--- src/rtl/rand_prefetch_pkg.sv ---
// Shared types for the RNG prefetcher: FTA bus command/response structs,
// FSM state encoding and responder register offsets.
package rand_prefetch_pkg;

    typedef struct packed {
        logic        cyc;
        logic        stb;
        logic        we;
        logic [3:0]  sel;
        logic [31:0] padr;
        logic [31:0] dat;
    } fta_cmd_request32_t;

    typedef struct packed {
        logic        ack;
        logic        err;
        logic [31:0] dat;
    } fta_cmd_response32_t;

    typedef enum logic [2:0] {IDLE, STRM, READ, ADV, GAP} state_t;

    localparam logic [3:0] RNG_REG_OUT    = 4'h0;
    localparam logic [3:0] RNG_REG_STREAM = 4'h4;

    // Full-word request with cyc/stb raised; the FSM holds it until ack.
    function automatic fta_cmd_request32_t bus_cmd(input logic        we,
                                                   input logic [31:0] padr,
                                                   input logic [31:0] dat);
        fta_cmd_request32_t c;
        c.cyc  = 1'b1;
        c.stb  = 1'b1;
        c.we   = we;
        c.sel  = 4'hF;
        c.padr = padr;
        c.dat  = dat;
        return c;
    endfunction

endpackage

--- src/rtl/rand_prefetch_fifo.sv ---
// First-word-fall-through FIFO with registered head word and synchronous flush.
module rand_prefetch_fifo #(
    parameter int DEPTH = 16,
    parameter int W     = 32
)(
    input  logic                     clk_i,
    input  logic                     rst_i,
    input  logic                     push_i,
    input  logic [W-1:0]             push_dat_i,
    input  logic                     pop_i,
    input  logic                     flush_i,
    output logic [W-1:0]             dat_o,
    output logic                     valid_o,
    output logic [$clog2(DEPTH):0]   count_o
);
    localparam int AW = $clog2(DEPTH);
    localparam int CW = AW + 1;

    logic [W-1:0]  r_mem [DEPTH];
    logic [AW-1:0] r_wr_ptr;
    logic [AW-1:0] r_rd_ptr;
    logic [CW-1:0] r_count;
    logic [W-1:0]  r_head;

    logic          w_empty;
    logic          w_full;
    logic          w_pop;
    logic          w_push;
    logic [AW-1:0] w_rd_ptr_next;
    logic [W-1:0]  w_head_next;

    assign w_empty       = (r_count == '0);
    assign w_full        = (r_count == CW'(DEPTH));
    assign w_pop         = pop_i && !w_empty;
    assign w_push        = push_i && (!w_full || w_pop);
    assign w_rd_ptr_next = r_rd_ptr + AW'(w_pop);

    // Head bypasses the array when the incoming word becomes the new head.
    always_comb begin
        w_head_next = r_head;
        if (w_empty || (w_pop && r_count == CW'(1))) begin
            if (w_push)
                w_head_next = push_dat_i;
        end else if (w_pop) begin
            w_head_next = r_mem[w_rd_ptr_next];
        end
    end

    always_ff @(posedge clk_i) begin
        if (w_push)
            r_mem[r_wr_ptr] <= push_dat_i;
    end

    always_ff @(posedge clk_i) begin
        if (rst_i || flush_i) begin
            r_wr_ptr <= '0;
            r_rd_ptr <= '0;
            r_count  <= '0;
            r_head   <= '0;
        end else begin
            r_wr_ptr <= r_wr_ptr + AW'(w_push);
            r_rd_ptr <= w_rd_ptr_next;
            r_count  <= r_count + CW'(w_push) - CW'(w_pop);
            r_head   <= w_head_next;
        end
    end

    assign dat_o   = r_head;
    assign valid_o = !w_empty;
    assign count_o = r_count;

endmodule

--- src/rtl/rand_prefetch_fta32.sv ---
// FTA-bus initiator that selects an RNG stream, then keeps a local FIFO topped up
// with READ/ADV pairs against the responder's output register.
module rand_prefetch_fta32
    import rand_prefetch_pkg::*;
#(
    parameter logic [31:0] RNG_ADDR   = 32'hFEE10000,
    parameter int          FIFO_DEPTH = 16,
    parameter int          LOW_WATER  = 4,
    parameter int          TIMEOUT    = 255
)(
    input  logic                          clk_i,
    input  logic                          rst_i,
    input  logic                          en_i,
    input  logic [9:0]                    stream_i,
    input  logic                          stream_ld_i,
    output fta_cmd_request32_t            req,
    input  fta_cmd_response32_t           resp,
    input  logic                          rd_i,
    output logic [31:0]                   dat_o,
    output logic                          valid_o,
    output logic [$clog2(FIFO_DEPTH):0]   count_o,
    output logic                          busy_o,
    output logic                          tmo_o
);
    localparam int          CW          = $clog2(FIFO_DEPTH) + 1;
    localparam int          TW          = $clog2(TIMEOUT + 1);
    localparam logic [31:0] ADDR_OUT    = RNG_ADDR + 32'(RNG_REG_OUT);
    localparam logic [31:0] ADDR_STREAM = RNG_ADDR + 32'(RNG_REG_STREAM);

    state_t             r_state;
    fta_cmd_request32_t r_req;
    logic [9:0]         r_stream;
    logic               r_strm_pend;
    logic               r_next_adv;
    logic               r_tmo;
    logic [TW-1:0]      r_tmo_cnt;

    logic               w_done;
    logic               w_abort;
    logic               w_push;
    logic               w_low;
    logic               w_room;

    assign w_done  = r_req.cyc && resp.ack && !resp.err;
    assign w_abort = r_req.cyc && (resp.err || (!resp.ack && r_tmo_cnt == TW'(TIMEOUT - 1)));
    // Data belonging to a stream that is about to be replaced is dropped.
    assign w_push  = (r_state == READ) && w_done && !stream_ld_i && !r_strm_pend;
    assign w_low   = (count_o <= CW'(LOW_WATER));
    assign w_room  = (count_o <  CW'(FIFO_DEPTH));

    always_ff @(posedge clk_i) begin
        if (rst_i) begin
            r_state     <= IDLE;
            r_req       <= '0;
            r_stream    <= '0;
            r_strm_pend <= 1'b1;
            r_next_adv  <= 1'b0;
            r_tmo       <= 1'b0;
            r_tmo_cnt   <= '0;
        end else begin
            unique case (r_state)
                IDLE: begin
                    if (en_i && !r_tmo) begin
                        if (r_strm_pend) begin
                            r_req     <= bus_cmd(1'b1, ADDR_STREAM, {22'h0, r_stream});
                            r_tmo_cnt <= '0;
                            r_state   <= STRM;
                        end else if (w_low) begin
                            r_req     <= bus_cmd(1'b0, ADDR_OUT, 32'h0);
                            r_tmo_cnt <= '0;
                            r_state   <= READ;
                        end
                    end
                end
                STRM, READ, ADV: begin
                    if (w_abort) begin
                        r_req      <= '0;
                        r_tmo      <= 1'b1;
                        r_next_adv <= 1'b0;
                        r_state    <= IDLE;
                    end else if (w_done) begin
                        r_req      <= '0;
                        r_next_adv <= (r_state == READ);
                        if (r_state == STRM)
                            r_strm_pend <= 1'b0;
                        r_state    <= GAP;
                    end else begin
                        r_tmo_cnt  <= r_tmo_cnt + 1'b1;
                    end
                end
                GAP: begin
                    // A pending stream change supersedes the advance of the old stream.
                    if (r_strm_pend) begin
                        r_req      <= bus_cmd(1'b1, ADDR_STREAM, {22'h0, r_stream});
                        r_tmo_cnt  <= '0;
                        r_next_adv <= 1'b0;
                        r_state    <= STRM;
                    end else if (r_next_adv) begin
                        r_req      <= bus_cmd(1'b1, ADDR_OUT, 32'h0);
                        r_tmo_cnt  <= '0;
                        r_next_adv <= 1'b0;
                        r_state    <= ADV;
                    end else if (en_i && w_room) begin
                        r_req      <= bus_cmd(1'b0, ADDR_OUT, 32'h0);
                        r_tmo_cnt  <= '0;
                        r_state    <= READ;
                    end else begin
                        r_state    <= IDLE;
                    end
                end
                default: r_state <= IDLE;
            endcase

            if (stream_ld_i) begin
                r_stream    <= stream_i;
                r_strm_pend <= 1'b1;
                r_tmo       <= 1'b0;
            end
        end
    end

    rand_prefetch_fifo #(
        .DEPTH (FIFO_DEPTH),
        .W     (32)
    ) u_fifo (
        .clk_i      (clk_i),
        .rst_i      (rst_i),
        .push_i     (w_push),
        .push_dat_i (resp.dat),
        .pop_i      (rd_i),
        .flush_i    (stream_ld_i),
        .dat_o      (dat_o),
        .valid_o    (valid_o),
        .count_o    (count_o)
    );

    assign req    = r_req;
    assign busy_o = (r_state != IDLE);
    assign tmo_o  = r_tmo;

endmodule
--- config.mk ---
export PLATFORM = sky130hd
export DESIGN_NAME = rand_prefetch_fta32
export DESIGN_NICKNAME = d
export VERILOG_FILES = /design/src/rtl/rand_prefetch_pkg.sv /design/src/rtl/rand_prefetch_fifo.sv /design/src/rtl/rand_prefetch_fta32.sv
export SDC_FILE = /design/constraint.sdc
export NUM_CORES = 1
export LEC_CHECK = 0
export ABC_AREA = 0
export CAP_MARGIN = 20
export CORE_ASPECT_RATIO = 0.5
export CORE_MARGIN = 2
export CORE_UTILIZATION = 59
export DETAILED_ROUTE_END_ITERATION = 8
export GPL_ROUTABILITY_DRIVEN = 0
export GPL_TIMING_DRIVEN = 0
export PLACE_DENSITY = 0.85
export SYNTH_ARGS = -nofsm -noshare
export SYNTH_HDL_FRONTEND = slang
export SYNTH_HIERARCHICAL = 1
export SYNTH_SLANG_ARGS = --single-unit
--- constraint.sdc ---
create_clock -name clk_i -period 5.5 [get_ports clk_i]
set_input_delay 0.825 -clock clk_i [delete_from_list [all_inputs] [get_ports clk_i]]
set_output_delay 0.825 -clock clk_i [all_outputs]
set_load 0.05 [all_outputs]
==> results by group <==
Outcome
  – Status: complete, no violations

Final layout
  – Final-layout fill cell count: roughly 2100
  – Post-route cell area: 27600 um^2
  – Area Growth Syn to Fin: 17.3%
  – Nets: about 1600
  – Fraction of layout cells with a size suffix above 1: 24.8%

Pwr
  – Clock power frac: around 27%
  – Peak VDD IR: 0.228 mV
  – Switching part of the total power: between 30% and 40%
  – Pint: approximately 0.0085 W
  – Register share of total power: 40.7%
  – Sw power: 0.00411 W
  – Power density cells: ~460 nW/um^2
  – Leak Pwr: roughly 9.0 nW
  – Combinational power share: ~32%

Synth
  – EDFF count, synth: 512
  – Post-synth ARST share: 0%
  – Mapped cell area: around 24000 um^2
  – Gate Count Post-Synth: 1273
  – Flops & latches, synth: approximately 590
  – Yosys warnings: 6
  – Multiplexer share of the synthesized area: between 10% and 20%
  – Simple logic cell fraction of the synthesized area: between 3 and 4%
  – Main combinational cell family by area after synthesis: multiplexers
  – Netlist cell types: 60
  – XOR/XNOR Fraction of Synth Area: 0.330%
  – Syn_area_per_cell: ~18 um^2
  – Most used DFF post-synth: edfxtp_1
  – Sequential-to-total area share from yosys stat: between 70 and 80%
  – Post-synthesis adder-cell area fraction: less than 1%
  – Complex-gate fraction of the synthesized area: under 10%

Global routing
  – Vias in the first global route: 14300
  – GR Overflow Total: 0
  – Largest net degree at the start of global routing: 24
  – GRT Total Usage: between 20 and 30%
  – First-pass GRT wire length: around 90 mm
  – Initial antenna violation count: 0

Setup path
  – Reg2reg path depth: 8
  – CP Capture Type: flop
  – CP Max Fanout: 22
  – WP buf/inv: 2
  – CP Cell Sequence: nand4bb_1 -> nor3b_1 -> nor3b_1 -> o21ai_0 -> or3_1 -> nor3_2 -> buf_6 -> buf_6
  – CP max stage cell: nor3_2
  – Critical Path RT: just under 6 ns
  – Critical path arrival: between 4 and 5 ns
  – Critical path class: flop to flop
  – Crit. path cell count: 8
  – Critical path's top delay family: simple AND/OR/NAND/NOR gates
  – Slowest stage delay, CP: about 0.77 ns
  – Startpoint types: flop

Detailed routing
  – DRC errors left: 0
  – ANT nets after route: 0
  – Routed length per placed instance: 29.1 um
  – Detailed Route WL: 60.6 mm
  – DR vias: 13700
  – 1st-pass router iterations: 6
  – DR iter-0 viols: ~1800
  – Vias/cell: ~6.6

Floorplanning
  – Initial Utilization: between 60% and 70%
  – Row count: ~50
  – Die W: roughly 290 um
  – IO Pins: between 150 and 200
  – Die Y: between 100 and 150 um
  – Core footprint: between 30000 and 40000 um^2
  – DIE AREA: around 42000 um^2

STA
  – Period utilisation layout: a little over four fifths
  – Least-Margin Pin Slew: roughly 0.94 ns
  – Final TNS setup: 0 ns
  – Final WS setup: 0.864 ns
  – Skew final: between 0.02 and 0.03 ns
  – Final Max Tran Viols: 0
  – Hold Vio Cnt, Final: 0
  – Post-route minimum period: 4.64 ns
  – Max frequency: approximately 220 MHz
  – RSZ-0062 raised after global routing: no
  – Final setup fails: 0
  – Slew margin rel.: a little under two fifths

CTS
  – # clock sinks: a little under 600
  – Clock Tree Root: clkbuf_16
  – CTS H-tree depth: 2
  – Post-cts resize count: 0
  – Clk_lat worst skew: 0.58 ns
  – CTS tree: yes
  – Post-CTS Setup Bufs: 0
  – Num CTS Buffers: around 50
  – CTS Buffer Depth: 3
  – Clock slew seen by the registers of the worst setup and hold paths: approximately 0.060 ns
  – Hold Buf Count CTS: 0

Min path
  – Hold Path Class: flop to flop
  – Cells on Worst Hold Path: 2

Placement
  – Placed Instance Area: 26100 um^2
  – Post-Place Worst Slack: approximately 0.54 ns
  – Final HPWL DP: 35.3 mm
  – Port Buf Inserts: 117

Flow run
  – Max-cap violations: 0
-- power by group through the flow --
| stage | logic, W | clock network (W) | registers [W] |
|---|---|---|---|
| after global placement | 0.00379 | 0 | 0.00523 |
| after floorplan | 0.00241 | 0 | 0.00563 |
| after CTS | 0.00403 | 0.00343 | 0.00514 |
| after global routing | 0.00424 | 0.00359 | 0.00516 |
| final | 0.00409 | 0.00342 | 0.00515 |
| after detailed placement | 0.00392 | 0 | 0.00523 |
-- Yosys cell counts (9+ instances only) --
library cell	count	area [um^2]
nand2_1	34	128
a21oi_1	51	255
inv_1	12	45.0
dfxtp_1	82	1640
mux2i_1	23	230
o21ai_0	31	155
mux4_2	128	2880
nor3_1	19	95.1
buf_6	11	124
nor4_1	13	81.3
ha_1	12	150
mux2_2	42	473
edfxtp_1	512	15400
buf_2	16	80.1
a22oi_1	31	233
nand3_1	9	45.0
a32o_1	11	110
buf_4	63	473
clkbuf_1	28	105
nor2_1	65	244
-- final cells by class --
class	instances	area, um^2	share of cell area [%]
clock inverter	16	138	0.499
tap	530	663	2.40
clock buffer	75	1400	5.05
antenna	1	2.50	0.00907
multi-input combinational	584	5940	21.5
timing repair buffer	144	1600	5.81
sequential	594	17000	61.6
inverter	13	48.8	0.177
buffer	123	801	2.90
-- through the flow --
| step | util, % | instances | total power [W] | hold WS, ns |
|---|---|---|---|---|
| floorplan | - | 1314 | 0.00804 | 0.456 |
| global placement | 65.3 | 1961 | 0.00901 | 0.457 |
| detailed placement | 66.6 | 1988 | 0.00916 | 0.467 |
| CTS | 70.6 | 2079 | 0.0126 | 0.475 |
| global route | 70.6 | 2079 | 0.0130 | 0.493 |
| finish | 70.6 | 2080 | 0.0126 | 0.470 |
-- placed cells by master (no fill, tap or decap), types with 34 or more instances in the layout --
cell / count
a21oi_1: 51
buf_4: 65
clkbuf_1: 48
clkbuf_16: 50
clkdlybuf4s50_1: 117
conb_1: 42
dfxtp_1: 82
edfxtp_1: 512
mux2_2: 42
mux4_2: 128
nand2_1: 34
nor2_1: 53
-- per-layer routing --
layer / wire (um) / track usage [%] / vias to the layer above / part of all wire (%)
met5: 78 / 1.43 / - / 0.13
met4: 3130 / 13.8 / 2 / 5.2
met3: 6540 / 7.17 / 279 / 11
met2: 30400 / 49.7 / 1117 / 50
met1: 20500 / 36.1 / 6853 / 34
li1: - / - / 5478 / -
-- cells by family (layout without fill, tap and decap cells) --
logic type | Yosys count | in the layout
muxes | 193 | 193
xor gates and xnor gates | 8 | 8
and+or+nand+nor | 181 | 181
adders and majority gates | 13 | 13
other | 1 | 43
buffers and inverters | 136 | 371
DFF | 594 | 594
AOI/OAI and AO/OA | 147 | 147
-- worst reg2reg max path, cell delays in order (launching register included) --
cell,delay (ns)
dfxtp_1,0.72
nand4bb_1,0.26
nor3b_1,0.37
nor3b_1,0.65
o21ai_0,0.50
or3_1,0.60
nor3_2,0.77
buf_6,0.29
buf_6,0.20
-- worst paths after layout --
path / from / slack (ns) / endpoint
hold reg to reg: req[68]$_SDFFE_PP0P_ / 0.47 / req[68]$_SDFFE_PP0P_
setup reg to reg: req[66]$_SDFFE_PP0P_ / 0.86 / u_fifo/r_mem[0][22]$_DFFE_PP_
setup / recovery: req[66]$_SDFFE_PP0P_ / 0.86 / u_fifo/r_mem[0][22]$_DFFE_PP_
hold / removal: req[68]$_SDFFE_PP0P_ / 0.47 / req[68]$_SDFFE_PP0P_
-- registers in the layout (all words and copies together) (netlist names) --
signal	count
r_next_adv	1
r_state	3
r_stream	10
r_strm_pend	1
r_tmo_cnt	8
req	13
tmo_o	1
u_fifo/count_o	5
u_fifo/dat_o	32
u_fifo/r_mem	512
u_fifo/r_rd_ptr	4
u_fifo/r_wr_ptr	4
(Power assumes the default switching activity.)
